[src/rtl/keypad_pkg.sv]
// Shared types and constants for the keypad scan/debounce block.
//   key_state_e : debounce FSM states
//   scan_kind_e : classification of one full four-column scan
//   KEY_MAP     : 16-entry table, index {row,col} -> key code
//   KEY_VALID   : valid bit placed in front of the code on key_pulse
package keypad_pkg;

  typedef enum logic [1:0] {
    KS_IDLE    = 2'd0,
    KS_PRESS   = 2'd1,
    KS_HELD    = 2'd2,
    KS_RELEASE = 2'd3
  } key_state_e;

  typedef enum logic [1:0] {
    SCAN_NONE   = 2'd0,
    SCAN_SINGLE = 2'd1,
    SCAN_MULTI  = 2'd2
  } scan_kind_e;

  localparam logic KEY_VALID = 1'b1;

  // Nibble i holds the code for index i = row*4 + col.
  // Row 0: 1 2 3 A, row 1: 4 5 6 B, row 2: 7 8 9 E, row 3: F 0 C D.
  localparam logic [63:0] KEY_MAP = 64'hDC0F_E987_B654_A321;

  function automatic logic [3:0] key_map_code(input logic [3:0] idx);
    return KEY_MAP[idx*4 +: 4];
  endfunction

endpackage

[src/rtl/keypad_col_scanner.sv]
// Column scanner for a 4x4 active-low keypad matrix.
//   clk        : system clock
//   rst        : asynchronous active-low reset
//   row_n      : raw keypad rows (asynchronous, low = closed)
//   col_n      : column drive, one bit low at a time, rotating 0..3
//   scan_done  : high for one cycle on the last cycle of column 3
//   scan_kind  : NONE / SINGLE / MULTI for the scan ending this cycle
//   scan_idx   : {row,col} of the closure when scan_kind is SINGLE
module keypad_col_scanner
  import keypad_pkg::*;
#(
  parameter int SCAN_DIV = 1000
) (
  input  logic       clk,
  input  logic       rst,
  input  logic [3:0] row_n,
  output logic [3:0] col_n,
  output logic       scan_done,
  output scan_kind_e scan_kind,
  output logic [3:0] scan_idx
);

  localparam int DIVW = (SCAN_DIV > 1) ? $clog2(SCAN_DIV) : 1;
  localparam logic [DIVW-1:0] DIV_LAST = DIVW'(SCAN_DIV - 1);

  logic [3:0]      row_meta;
  logic [3:0]      row_sync;
  logic [DIVW-1:0] div_cnt;
  logic [1:0]      col_sel;
  logic [1:0]      acc_cnt;
  logic [3:0]      acc_idx;

  logic       dwell_end;
  logic [3:0] closed;
  logic [2:0] hit_sum;
  logic [1:0] col_hits;
  logic [1:0] col_row;
  logic [1:0] base_cnt;
  logic [3:0] base_idx;
  logic [2:0] tot_sum;
  logic [1:0] tot_cnt;
  logic [3:0] tot_idx;
  logic [1:0] next_col;

  assign dwell_end = (div_cnt == DIV_LAST);
  assign closed    = ~row_sync;
  assign next_col  = col_sel + 2'd1;

  // Per-column closure count saturates at 2: anything beyond "more than one"
  // carries no extra meaning for the result.
  always_comb begin
    hit_sum = 3'd0;
    col_row = 2'd0;
    for (int r = 3; r >= 0; r--) begin
      hit_sum = hit_sum + {2'b00, closed[r]};
      if (closed[r]) col_row = 2'(r);
    end
    col_hits = (hit_sum >= 3'd2) ? 2'd2 : hit_sum[1:0];
  end

  // Column 0 starts a fresh accumulation; later columns merge into it.
  always_comb begin
    base_cnt = (col_sel == 2'd0) ? 2'd0 : acc_cnt;
    base_idx = (col_sel == 2'd0) ? 4'd0 : acc_idx;
    tot_sum  = {1'b0, base_cnt} + {1'b0, col_hits};
    tot_cnt  = (tot_sum >= 3'd2) ? 2'd2 : tot_sum[1:0];
    tot_idx  = (col_hits != 2'd0) ? {col_row, col_sel} : base_idx;
  end

  always_comb begin
    case (tot_cnt)
      2'd0:    scan_kind = SCAN_NONE;
      2'd1:    scan_kind = SCAN_SINGLE;
      default: scan_kind = SCAN_MULTI;
    endcase
  end

  // The result is presented combinationally on the final dwell cycle so the
  // debounce FSM can register its pulse on the very next edge.
  assign scan_done = dwell_end && (col_sel == 2'd3);
  assign scan_idx  = tot_idx;

  always_ff @(posedge clk or negedge rst) begin
    if (!rst) begin
      row_meta <= 4'hF;
      row_sync <= 4'hF;
      div_cnt  <= '0;
      col_sel  <= 2'd0;
      col_n    <= 4'b1110;
      acc_cnt  <= 2'd0;
      acc_idx  <= 4'd0;
    end else begin
      row_meta <= row_n;
      row_sync <= row_meta;
      if (dwell_end) begin
        div_cnt <= '0;
        col_sel <= next_col;
        col_n   <= ~(4'b0001 << next_col);
        acc_cnt <= tot_cnt;
        acc_idx <= tot_idx;
      end else begin
        div_cnt <= div_cnt + DIVW'(1);
      end
    end
  end

endmodule

[src/rtl/keypad_scan_pulse.sv]
// Keypad scanner with press/release debounce and one-cycle key events.
//   clk       : system clock
//   rst       : asynchronous active-low reset
//   row_n     : keypad rows (asynchronous, low = closed on driven column)
//   col_n     : column drive, one bit low at a time
//   key_pulse : {1,code} for one cycle per accepted press, else 0
//   key_code  : code of the last accepted key
//   key_held  : high from accept until the release is debounced
//
// state   | meaning
// IDLE    | no key; waiting for a single closure
// PRESS   | same single key seen cnt consecutive scans
// HELD    | key accepted; waiting for an empty scan
// RELEASE | empty for cnt consecutive scans; any closure returns to HELD
module keypad_scan_pulse
  import keypad_pkg::*;
#(
  parameter int SCAN_DIV       = 1000,
  parameter int DEBOUNCE_SCANS = 8
) (
  input  logic       clk,
  input  logic       rst,
  input  logic [3:0] row_n,
  output logic [3:0] col_n,
  output logic [4:0] key_pulse,
  output logic [3:0] key_code,
  output logic       key_held
);

  localparam logic [1:0] ST_IDLE    = KS_IDLE;
  localparam logic [1:0] ST_PRESS   = KS_PRESS;
  localparam logic [1:0] ST_HELD    = KS_HELD;
  localparam logic [1:0] ST_RELEASE = KS_RELEASE;

  localparam int DBW = $clog2(DEBOUNCE_SCANS + 1);
  localparam logic [DBW-1:0] DB_LAST = DBW'(DEBOUNCE_SCANS - 1);
  localparam logic [DBW-1:0] DB_ONE  = DBW'(1);
  localparam logic [DBW-1:0] DB_MAX  = '1;

  logic       scan_done;
  scan_kind_e scan_kind;
  logic [3:0] scan_idx;

  logic [1:0]     state_q, state_d;
  logic [3:0]     cand_q, cand_d;
  logic [DBW-1:0] cnt_q, cnt_d;
  logic [DBW-1:0] cnt_inc;
  logic           accept;
  logic           release_done;

  keypad_col_scanner #(
    .SCAN_DIV (SCAN_DIV)
  ) u_scanner (
    .clk       (clk),
    .rst       (rst),
    .row_n     (row_n),
    .col_n     (col_n),
    .scan_done (scan_done),
    .scan_kind (scan_kind),
    .scan_idx  (scan_idx)
  );

  assign cnt_inc = (cnt_q == DB_MAX) ? cnt_q : cnt_q + DB_ONE;

  always_comb begin
    state_d      = state_q;
    cand_d       = cand_q;
    cnt_d        = cnt_q;
    accept       = 1'b0;
    release_done = 1'b0;
    if (scan_done) begin
      case (state_q)
        ST_IDLE: begin
          if (scan_kind == SCAN_SINGLE) begin
            cand_d = scan_idx;
            cnt_d  = DB_ONE;
            if (DEBOUNCE_SCANS == 1) begin
              accept  = 1'b1;
              state_d = ST_HELD;
            end else begin
              state_d = ST_PRESS;
            end
          end
        end
        ST_PRESS: begin
          if (scan_kind == SCAN_SINGLE) begin
            if (scan_idx == cand_q) begin
              if (cnt_q == DB_LAST) begin
                accept  = 1'b1;
                state_d = ST_HELD;
              end
              cnt_d = cnt_inc;
            end else begin
              cand_d = scan_idx;
              cnt_d  = DB_ONE;
            end
          end else begin
            cnt_d   = '0;
            state_d = ST_IDLE;
          end
        end
        ST_HELD: begin
          if (scan_kind == SCAN_NONE) begin
            cnt_d = DB_ONE;
            if (DEBOUNCE_SCANS == 1) begin
              release_done = 1'b1;
              state_d      = ST_IDLE;
            end else begin
              state_d = ST_RELEASE;
            end
          end
        end
        default: begin
          if (scan_kind == SCAN_NONE) begin
            if (cnt_q == DB_LAST) begin
              release_done = 1'b1;
              cnt_d        = '0;
              state_d      = ST_IDLE;
            end else begin
              cnt_d = cnt_inc;
            end
          end else begin
            state_d = ST_HELD;
          end
        end
      endcase
    end
  end

  always_ff @(posedge clk or negedge rst) begin
    if (!rst) begin
      state_q   <= ST_IDLE;
      cand_q    <= 4'd0;
      cnt_q     <= '0;
      key_pulse <= 5'h00;
      key_code  <= 4'h0;
      key_held  <= 1'b0;
    end else begin
      state_q   <= state_d;
      cand_q    <= cand_d;
      cnt_q     <= cnt_d;
      key_pulse <= accept ? {KEY_VALID, key_map_code(cand_d)} : 5'h00;
      if (accept) begin
        key_code <= key_map_code(cand_d);
        key_held <= 1'b1;
      end else if (release_done) begin
        key_held <= 1'b0;
      end
    end
  end

endmodule

[config.mk]
export PLATFORM = sky130hd
export DESIGN_NAME = keypad_scan_pulse
export DESIGN_NICKNAME = d
export VERILOG_FILES = /design/src/rtl/keypad_pkg.sv /design/src/rtl/keypad_col_scanner.sv /design/src/rtl/keypad_scan_pulse.sv
export SDC_FILE = /design/constraint.sdc
export NUM_CORES = 1
export LEC_CHECK = 0
export CORE_UTILIZATION = 55
export CTS_BUF_LIST = sky130_fd_sc_hd__clkbuf_2 sky130_fd_sc_hd__clkbuf_4 sky130_fd_sc_hd__clkbuf_8
export CTS_CLUSTER_DIAMETER = 80
export DETAILED_ROUTE_END_ITERATION = 12
export PLACE_DENSITY = 0.75
export SLEW_MARGIN = 20
export SYNTH_ARGS = -nofsm -noshare
export SYNTH_HDL_FRONTEND = slang
export SYNTH_HIERARCHICAL = 1
export SYNTH_SLANG_ARGS = --single-unit
export TNS_END_PERCENT = 5
[constraint.sdc]
create_clock -name clk -period 5.95 [get_ports clk]
set_clock_uncertainty 0.15 [all_clocks]
set_input_delay 1.19 -clock clk [delete_from_list [all_inputs] [get_ports clk]]
set_output_delay 1.19 -clock clk [all_outputs]
set_load 0.01 [all_outputs]
; Yosys cells after proc, flatten, opt, wreduce, memory -nomap -nowiden
; Cells that the tools add are included.
[op_classes]
n_mux = 43
bitwise = 2
order_cmp = 2
n_reduce_logical = 11
addsub = 7
eq_ne = 14
shift = 2
[op_table]
columns = cell, n
row1 = "variable part select 64 x 7 -> 4 bit, first input constant", 1
row2 = two-way mux 4 bit, 13
row3 = two-way mux 2 bit, 14
row4 = one-hot mux 4 bit (3 select lines), 1
row5 = "adder 10 x 1 -> 10 bit, second input constant", 1
row6 = "== test 10 bit, second input constant", 1
row7 = two-way mux 1 bit, 10
row8 = two-way mux 10 bit, 1
row9 = logical NOT 2 bit, 4
row10 = inverter 4 bit, 2
row11 = one-hot mux 4 bit (2 select lines), 1
row12 = adder 3 x 1 -> 3 bit, 2
row13 = "== test 2 x 1 -> 1 bit, second input constant", 3
row14 = ">= comparator 3 x 2 -> 1 bit, second input constant", 2
row15 = "!= test 3 bit, second input constant", 2
row16 = one-hot mux 2 bit (3 select lines), 1
row17 = AND reduction 6 bit, 1
row18 = two-way mux 5 bit, 1
row19 = "!= test 5 x 2 -> 1 bit, second input constant", 1
row20 = "adder 4 x 1 -> 4 bit, second input constant", 1
row21 = "== test 2 bit, second input constant", 2
row22 = "== test 4 x 3 -> 1 bit, second input constant", 1
row23 = == test 4 bit, 1
row24 = "== test 4 bit, second input constant", 1
row25 = 11 further kinds, 13
[totals]
regBits = 50
input_bits = 6
out_inout_bits = 14
word_cells = 94

; Depth between registers and ports, before layout
[logic_depth]
word_depth = 17
ltp_mapped = 20
mapped_depth_nobuf = 19

; Modules after synthesis
; The synthesis kept the hierarchy.
[modules_own_cells]
columns = mod, seq_area_each_um2, area_each_um2, cells_each, instances
row1 = keypad_col_scanner, 764.5, 1541.5, 137, 1
row2 = keypad_scan_pulse, 500.5, 1438.9, 154, 1

; Worst setup path before layout
; Ideal clock, no wire load.
[synth_timing]
kind = reg-to-reg
startpoint = register u_scanner.row_sync[0]
endpoint = register key_code[1]
setup_time_ps = 64
slack_ps = 1871
arrival_time_ps = 3865
stages_incl_launch_ff = 19
path_buffers = 1
t_required_ps = 5736
synth_period_minus_slack_ps = 4079
cell_sequence = dfstp_2 > fa_1 > inv_1 > ha_1 > inv_1 > ha_1 > and2_1 > ha_1 > inv_1 > fa_1 > nand2_1 > buf_4 > nand3b_2 > nor2_4 > mux2i_1 > ha_1 > nand3b_1 > a221oi_2 > a21o_1
[synth_between]
elab_chain_cells = 14
word_cells_on_any_way = 25
classes_between = add/sub (2) / order compare (2) / eq/ne (3) / shift (1) / mux (14) / bitwise (1) / reduce/logical (2)
[synth_lines]
columns = item, line
row1 = start: declaration, keypad_col_scanner.sv:27  ; logic [3:0] row_sync;
row2 = start signal: assignment, keypad_col_scanner.sv:94  ; row_sync <= row_meta;
row3 = inverter 4 bit (*), keypad_col_scanner.sv:46  ; assign closed = ~row_sync;
row4 = adder 3 x 1 -> 3 bit (*), keypad_col_scanner.sv:55  ; hit_sum = hit_sum + {2'b00, closed[r]};
row5 = >= comparator 3 x 2 -> 1 bit, keypad_col_scanner.sv:58  ; col_hits = (hit_sum >= 3'd2) ? 2'd2 : hit_sum[1:0];
row6 = two-way mux 2 bit (*), keypad_col_scanner.sv:58
row7 = adder 2 x 2 -> 3 bit (*), keypad_col_scanner.sv:65  ; tot_sum = {1'b0, base_cnt} + {1'b0, col_hits};
row8 = >= comparator 3 x 2 -> 1 bit, keypad_col_scanner.sv:66  ; tot_cnt = (tot_sum >= 3'd2) ? 2'd2 : tot_sum[1:0];
row9 = two-way mux 2 bit (*), keypad_col_scanner.sv:66
row10 = via u_scanner.tot_cnt[1], keypad_col_scanner.sv:41  ; logic [1:0] tot_cnt;
row11 = == test 2 x 1 -> 1 bit / logical NOT 2 bit (equally long branches), keypad_col_scanner.sv:71  ; case (tot_cnt)
row12 = one-hot mux 2 bit (2 select lines) (*), keypad_col_scanner.sv:71
row13 = via scan_kind[1], keypad_scan_pulse.sv:41  ; scan_kind_e scan_kind;
row14 = == test 2 x 1 -> 1 bit (*), "keypad_scan_pulse.sv:74, keypad_scan_pulse.sv:86"
row15 = "two-way mux 4 bit, on equally long branches", "keypad_scan_pulse.sv:86, keypad_scan_pulse.sv:74"
row16 = one-hot mux 4 bit (2 select lines), keypad_scan_pulse.sv:72  ; case (state_q)
row17 = two-way mux 4 bit, keypad_scan_pulse.sv:71  ; if (scan_done) begin
row18 = variable part select 64 x 7 -> 4 bit, keypad_pkg.sv:28  ; return KEY_MAP[idx*4 +: 4];
row19 = end signal: assignment, keypad_scan_pulse.sv:144  ; key_code <= key_map_code(cand_d);
row20 = end: declaration, keypad_scan_pulse.sv:26  ; output logic [3:0] key_code,
; The timed path passes the listed nets; every way through them passes the cells marked *.
; A chain may end at the register's enable or synchronous reset.

; Worst setup path in the final report
[layout_timing]
startpoint = register u_scanner.row_sync[0]
endpoint = register key_code[1]
[layout_between]
elab_chain_cells = 14
word_cells_on_any_way = 25
classes_between = add/sub (2) / order compare (2) / eq/ne (3) / shift (1) / mux (14) / bitwise (1) / reduce/logical (2)
[layout_lines]
columns = item, line
row1 = inverter 4 bit (*), keypad_col_scanner.sv:46
row2 = adder 3 x 1 -> 3 bit (*), keypad_col_scanner.sv:55
row3 = >= comparator 3 x 2 -> 1 bit, keypad_col_scanner.sv:58
row4 = two-way mux 2 bit (*), keypad_col_scanner.sv:58
row5 = adder 2 x 2 -> 3 bit (*), keypad_col_scanner.sv:65
row6 = >= comparator 3 x 2 -> 1 bit, keypad_col_scanner.sv:66
row7 = two-way mux 2 bit (*), keypad_col_scanner.sv:66
row8 = == test 2 x 1 -> 1 bit / logical NOT 2 bit (equally long branches), keypad_col_scanner.sv:71
row9 = one-hot mux 2 bit (2 select lines) (*), keypad_col_scanner.sv:71
row10 = via scan_kind[0], keypad_scan_pulse.sv:41
row11 = == test 2 x 1 -> 1 bit (*), "keypad_scan_pulse.sv:74, keypad_scan_pulse.sv:86"
row12 = "two-way mux 4 bit, on equally long branches", "keypad_scan_pulse.sv:86, keypad_scan_pulse.sv:74"
row13 = one-hot mux 4 bit (2 select lines), keypad_scan_pulse.sv:72
row14 = two-way mux 4 bit, keypad_scan_pulse.sv:71
row15 = variable part select 64 x 7 -> 4 bit, keypad_pkg.sv:28
; Marks and branches as above.

==> impl_metrics.yaml <==
yosys:
  synth.avg_cell_area_um2: 10.24
  synth_common_cells: "dfrtp_1 (39), nand2_1 (24), o21ai_0 (20)"
  synth_nets: 316
  synth_top_area_share_pct: 32.75
  synthFlopType: "dfrtp_1"
  yosysSeqAreaShare_pct: 42.44
  synth_cell_types: 67
  synthArstFlopShare_pct: 100.0
  yosys_warnings: 6
  netlist_instances: 291
  synth_area_leaders: "dfrtp_1 (33%), dfstp_2 (9.7%), ha_1 (7.1%), o21ai_0 (3.4%), nand2_1 (3.0%)"
  yosysMostFrequentCell: "dfrtp_1"
  synth_area_leader_cell: "dfrtp_1"
  yosys_register_bits: 50
  synth_edf_count: 0
  synth_area_um2: 2980
floorplan:
  start_util_pct: 57.62
  core-area_um2: 5172
  die-width_um: 75.61
  dieHeight_um: 75.61
  io_pins: 20
  die_area_um2: 5717
  fp-row-count: 26
clock_tree:
  insertion_delay_ns: 0.31
  holdBufCountCts: 0
  cts_tree: "done"
  cts_setup_buffers: 0
  cts.clk_slew.worst_paths_ns: 0.08
  cts.sinks: 50
  numCtsBuffers: 5
  cts-htree-levels: 2
  clock-root-buffer: "clkbuf_8"
  cts_max_path_buffers: 2
  post_cts_resize_count: 0
grt:
  grt_pass1_wl_mm: 8.997
  grt_pass1_vias: 1975
  antenna_found_initial: 0
  grt_overflow: 0
  grt_max_degree: 51
  grt_use_total_pct: 21.07
layout:
  area_growth_pct: 9.194
  final_nets: 326
  antenna_cells: 0
  final_cells: 372
  final_layout_size_suffix_gt1_share_pct: 14.57
route:
  dr.pass1.iters: 4
  drc: 0
  met2_wirelength_mm: 2.417
  viasPerCell: 5.556
  vias: 2067
  drtAntennaViolNets: 0
  wl_met1_mm: 2.612
  drt_iter0_markers: 108
  wirelength_mm: 5.227
  wl_per_cell_um: 14.05
  highest_layer: "met4"
  wl_met3_um: 134
place:
  place_hpwl_mm: 3.674
  dp_cells: 364
  io_buffers: 19
  gp_congestion: 0.7963
flow_run:
  cap_violations: 0
critical_path:
  critPathKind: "flop to flop"
  arrival_ns: 4.54
  cp.required_ns: 6.05
  cp_max_fo: 10
  end_kind: "flop"
  critPathLaunchType: "flop"
power_and_ir_drop:
  power.density_nw_per_um2: 179.5
  leakagePower_nw: 1.506
  peakVddDrop_mv: 0.09682
  finalPower_w: 0.0005841
timing:
  slew_violations: 0
  setup_tns_ns: 0
  finalCritPeriodShare_pct: 74.76
  max_slew.worst_pin.slew_ns: 0.9575
  rsz0062_at_grt: "no"
  slew_headroom_pct: 35.49
  hold_viol_final: 0
  fmax_ghz: 0.2248
  fin_crit_ns: 4.448
  finalSetupViolations: 0
  worst_hold_slack_ns: 0.2078
min_path:
  hold_class: "flop to flop"
status:
  outcome: "complete, no violations"
[cell families (layout without fill, tap and decap cells)]
logic type / count (synthesis) / after routing / share of synthesized area, %
adders and majority gates: 19 / 19 / 8.480
muxes: 16 / 16 / 5.710
DFF: 50 / 50 / 42.44
AOI/OAI and AO/OA: 63 / 63 / 14.53
and+or+nand+nor: 103 / 103 / 21.07
buffers and inverters: 32 / 43 / 5.163
xor gates and xnor gates: 8 / 8 / 2.603
[cell type report]
| class | instances | area (um2) |
|---|---|---|
| fill | 423 | 1918 |
| timing repair buffer | 20 | 192.7 |
| multi-input combinational | 209 | 1562 |
| inverter | 15 | 56.30 |
| sequential | 50 | 1265 |
| clock inverter | 1 | 7.507 |
| clock buffer | 7 | 83.83 |
| tap | 70 | 87.58 |
[report_power, final]
part           internal (W)  switching [W]  leakage (nW)
sequential         0.000345     0.00000167         0.646
combinational     0.0000132      0.0000226         0.815
clock             0.0000925       0.000110        0.0453
[registers in the layout, summed over array words and instances, names as in the netlist]
name                flops
u_scanner/row_sync      4
cnt_q                   4
key_held                1
u_scanner/div_cnt      10
u_scanner/row_meta      4
key_pulse               5
cand_q                  4
u_scanner/col_n         4
key_code                4
u_scanner/col_sel       2
u_scanner/acc_idx       4
u_scanner/acc_cnt       2
state_q                 2
[metal layers]
metal	up-vias	global-route usage (%)
met3	6	4.497
met1	983	28.13
met2	31	34.62
met5	-	0
li1	1047	-
met4	0	6.379
[stage by stage]
step	setup slack, ns	instance area, um2	utilization (%)
global route	1.234	3254	62.92
floorplan	1.871	2980	-
detailed placement	1.535	3163	61.15
global placement	1.572	3163	61.15
finish	1.502	3254	62.92
CTS	1.498	3254	62.92
[critical path: stages, from the launching register on]
cell and delay (ns):
dfstp_2 0.39, fa_1 0.52, inv_1 0.04, ha_1 0.17, inv_1 0.06, ha_1 0.18, and2_1 0.14, ha_1 0.14
inv_1 0.04, fa_1 0.48, and3_1 0.30, nand3b_2 0.21, nor2_4 0.29, mux2i_1 0.37, ha_1 0.30, nand3b_1 0.17
a221oi_2 0.32, a21o_1 0.11
[cell usage in the layout (no fill, tap or decap), drive strengths merged, types with 11 or more instances in the layout]
cell type,n
clkdlybuf4s50,18
dfrtp,39
dfstp,11
ha,17
inv,15
nand2,24
nor2,19
o21ai,22
[worst paths after layout]
kind,start,to,slack [ns],depth (start not counted)
min in group asynchronous,rst,u_scanner/div_cnt[9]$_DFF_PN0_,0.83,2
max in group asynchronous,rst,key_held$_DFFE_PN0P_,4.40,2
min reg2reg,u_scanner/row_meta[2]$_DFF_PN1_,u_scanner/row_sync[2]$_DFF_PN1_,0.21,0
min,u_scanner/row_meta[2]$_DFF_PN1_,u_scanner/row_sync[2]$_DFF_PN1_,0.21,0
max reg2reg,u_scanner/row_sync[0]$_DFF_PN1_,key_code[1]$_DFFE_PN0P_,1.50,17
max,u_scanner/row_sync[0]$_DFF_PN1_,key_code[1]$_DFFE_PN0P_,1.50,17
(Power assumes the default switching activity.)
==> patch: new RTL, same flow settings <==
Remove the register `key_pulse`: a continuous assignment takes its place, so the output `key_pulse` follows one clock earlier. Comments in the files are not updated.
--- a/src/rtl/keypad_scan_pulse.sv
+++ b/src/rtl/keypad_scan_pulse.sv
@@ -132,14 +132,12 @@
       state_q   <= ST_IDLE;
       cand_q    <= 4'd0;
       cnt_q     <= '0;
-      key_pulse <= 5'h00;
       key_code  <= 4'h0;
       key_held  <= 1'b0;
     end else begin
       state_q   <= state_d;
       cand_q    <= cand_d;
       cnt_q     <= cnt_d;
-      key_pulse <= accept ? {KEY_VALID, key_map_code(cand_d)} : 5'h00;
       if (accept) begin
         key_code <= key_map_code(cand_d);
         key_held <= 1'b1;
@@ -149,5 +147,7 @@
     end
   end
 
+  assign key_pulse = accept ? {KEY_VALID, key_map_code(cand_d)} : 5'h00;
+
 endmodule
 
Function: same outputs for any inputs over 10 cycles, from zero or initial values and one cycle with rst low; that may be too few to reach the edited logic, so the function may still have changed.
==> patch against the original RTL <==
  * Count of clock-buffer cells in the layout is 2 lower
  * Non-clock buffer count is 7 higher
  * Synthesized area is 2.4% lower
  * Clock power is 19% higher
  * Cell count is 1.9% higher
  * Cell area is 0.27% higher
  * Wire length is 1.3% lower
  * Global-route usage is 0.22 points lower
  * Critical path type is now flip-flop to output pin
  * Sequential cell count is 5 lower
  * Worst setup slack worse by 1.2 ns
  * Critical endpoint is now key_pulse[1]
  * Power is 1.4% higher
==> patch: results (changes against the original RTL) <==
- Leakage power: 1.47 nW (-2.5%)
- Final net count: 333 (+2.1%)
- RD Place Congestion: 0.903 (+13%)
- Area contributors post-synth: dfrtp_1 (29%), dfstp_2 (9.9%), ha_1 (7.3%), mux2i_1 (4.1%), inv_1 (3.2%)
- Pin count of the biggest net entering global routing: 46 (-9.8%)
- DP Worst Slack: 0.217 ns (-1.32 ns)
- PortBufs: 19 (unchanged)
- Worst Tran Pin Value: 0.541 ns (-0.416 ns)
- First-pass GRT wire length: 8870 µm (-1.5%)
- Syn nets: 319 (+0.95%)
- Starting DRC count in detailed routing: 99 (-8.3%)
- Status: complete, no violations
- Register area share after synthesis: 0.392 (-0.0326)
- Placed Cells: 371 (+1.9%)
- GR Util All Layers: 0.208 (-0.00222)
- Critical Path Fanout Max: 6 (-4)
- Non-Filler Instances: 379 (+1.9%)
- HP Class: flip-flop to flip-flop
- Unique cell type count in the Yosys netlist: 65 (-3.0%)
- Clock Latency Late Sink: 0.30 ns
- Synthesized area per cell: 9.89 µm² (-3.4%)
- Post-DP HPWL: 3710 µm (+1.0%)
- Vias: 2,087 (+0.97%)
- R2R depth: 20 (+3)
- Max reg flops: 10 (unchanged)
- Max VDD drop: 0.167 mV (+73%)
- TritonCTS Buffers: 5 (unchanged)
- Most common library cells after synthesis: dfrtp_1 (34), inv_1 (25), nand2_1 (23), ha_1 (17), nor2_1 (16)
- WL final: 5160 µm (-1.3%)
- Vias in the first global route: 1,976 (+0.051%)
- Share of layout cells above drive strength 1: 0.178 (+0.0323)
[patch: cell count changes after synthesis, moves of 3 or more]
cell,delta
a21oi_1,+5
mux2i_1,+4
nand2b_1,-5
inv_1,+10
clkbuf_1,-3
dfrtp_1,-5
o21ai_0,-6
xor2_1,-3
[patch: per-stage QoR]
step | hold WS, ns | instance area (µm²) | power (mW) | utilization
after floorplan | 0.195 | 2910 | 0.342 | -
after global placement | 0.196 | 3110 | 0.355 | 0.609
after detailed placement | 0.198 | 3110 | 0.356 | 0.609
after CTS | 0.212 | 3240 | 0.599 | 0.634
after global routing | 0.212 | 3260 | 0.619 | 0.639
final | 0.210 | 3260 | 0.592 | 0.639
[patch: path summary, 6_finish.rpt]
path | startpoint | end | slack, ns
worst max-delay path | u_scanner/row_sync[0] | key_pulse[1] | 0.29
max in group asynchronous | rst | u_scanner/row_meta[1] | 4.55
min in group asynchronous | rst | u_scanner/div_cnt[9] | 0.72
worst max register to register | u_scanner/row_sync[0] | key_code[0] | 1.86
worst min-delay path | u_scanner/row_meta[3] | u_scanner/row_sync[3] | 0.21
worst min register to register | u_scanner/row_meta[3] | u_scanner/row_sync[3] | 0.21
[patch: timing repair]
action,CTS,global route
endpoints found under the setup margin,3,5
resized for setup,6,7
pin swaps,0,2
[patch: cell type report]
class	count	area, µm²
clock buffers	5	68.8
clock inverters	3	47.5
fillers	432	1840
inverters	25	93.8
multi-input cells	204	1570
flip-flops and latches	45	1140
well taps	70	87.6
repair buffers	27	253
[patch: logic make-up after synthesis]
group | count (synthesis) | synth area share
flops | 45 | 0.392
mux | 20 | 0.0723
simple gates | 90 | 0.176
fa+ha+maj | 19 | 0.0869
buf+inv | 45 | 0.0783
compound gates | 67 | 0.165
xor+xnor | 8 | 0.0292
[patch: where the power goes]
| group | switching (mW) | leakage [nW] | internal (mW) |
|---|---|---|---|
| clock | 0.112 | 0.0591 | 0.128 |
| sequential | 0.00164 | 0.576 | 0.311 |
| combinational | 0.0242 | 0.834 | 0.0150 |
[patch: critical path: stages, from the launching register on]
cell and delay (ns):
dfstp_2 0.39, fa_1 0.53, inv_1 0.04, ha_1 0.16, inv_1 0.05, ha_1 0.17, and2_1 0.14, ha_1 0.14
inv_1 0.04, fa_1 0.50, nand2_2 0.10, inv_1 0.11, o2111a_2 0.28, mux2i_4 0.27, ha_2 0.31, nor2_1 0.09
mux2i_1 0.11, a221oi_4 0.30, clkdlybuf4s15_1 0.27
[patch: layer usage]
metal / up-vias / track usage / share of wire
met3: 6 / 0.0455 / 0.021
met4: 0 / 0.0482 / 0.0095
li1: 1062 / - / -
met1: 997 / 0.278 / 0.48
met5: - / 0 / 0
met2: 22 / 0.349 / 0.49
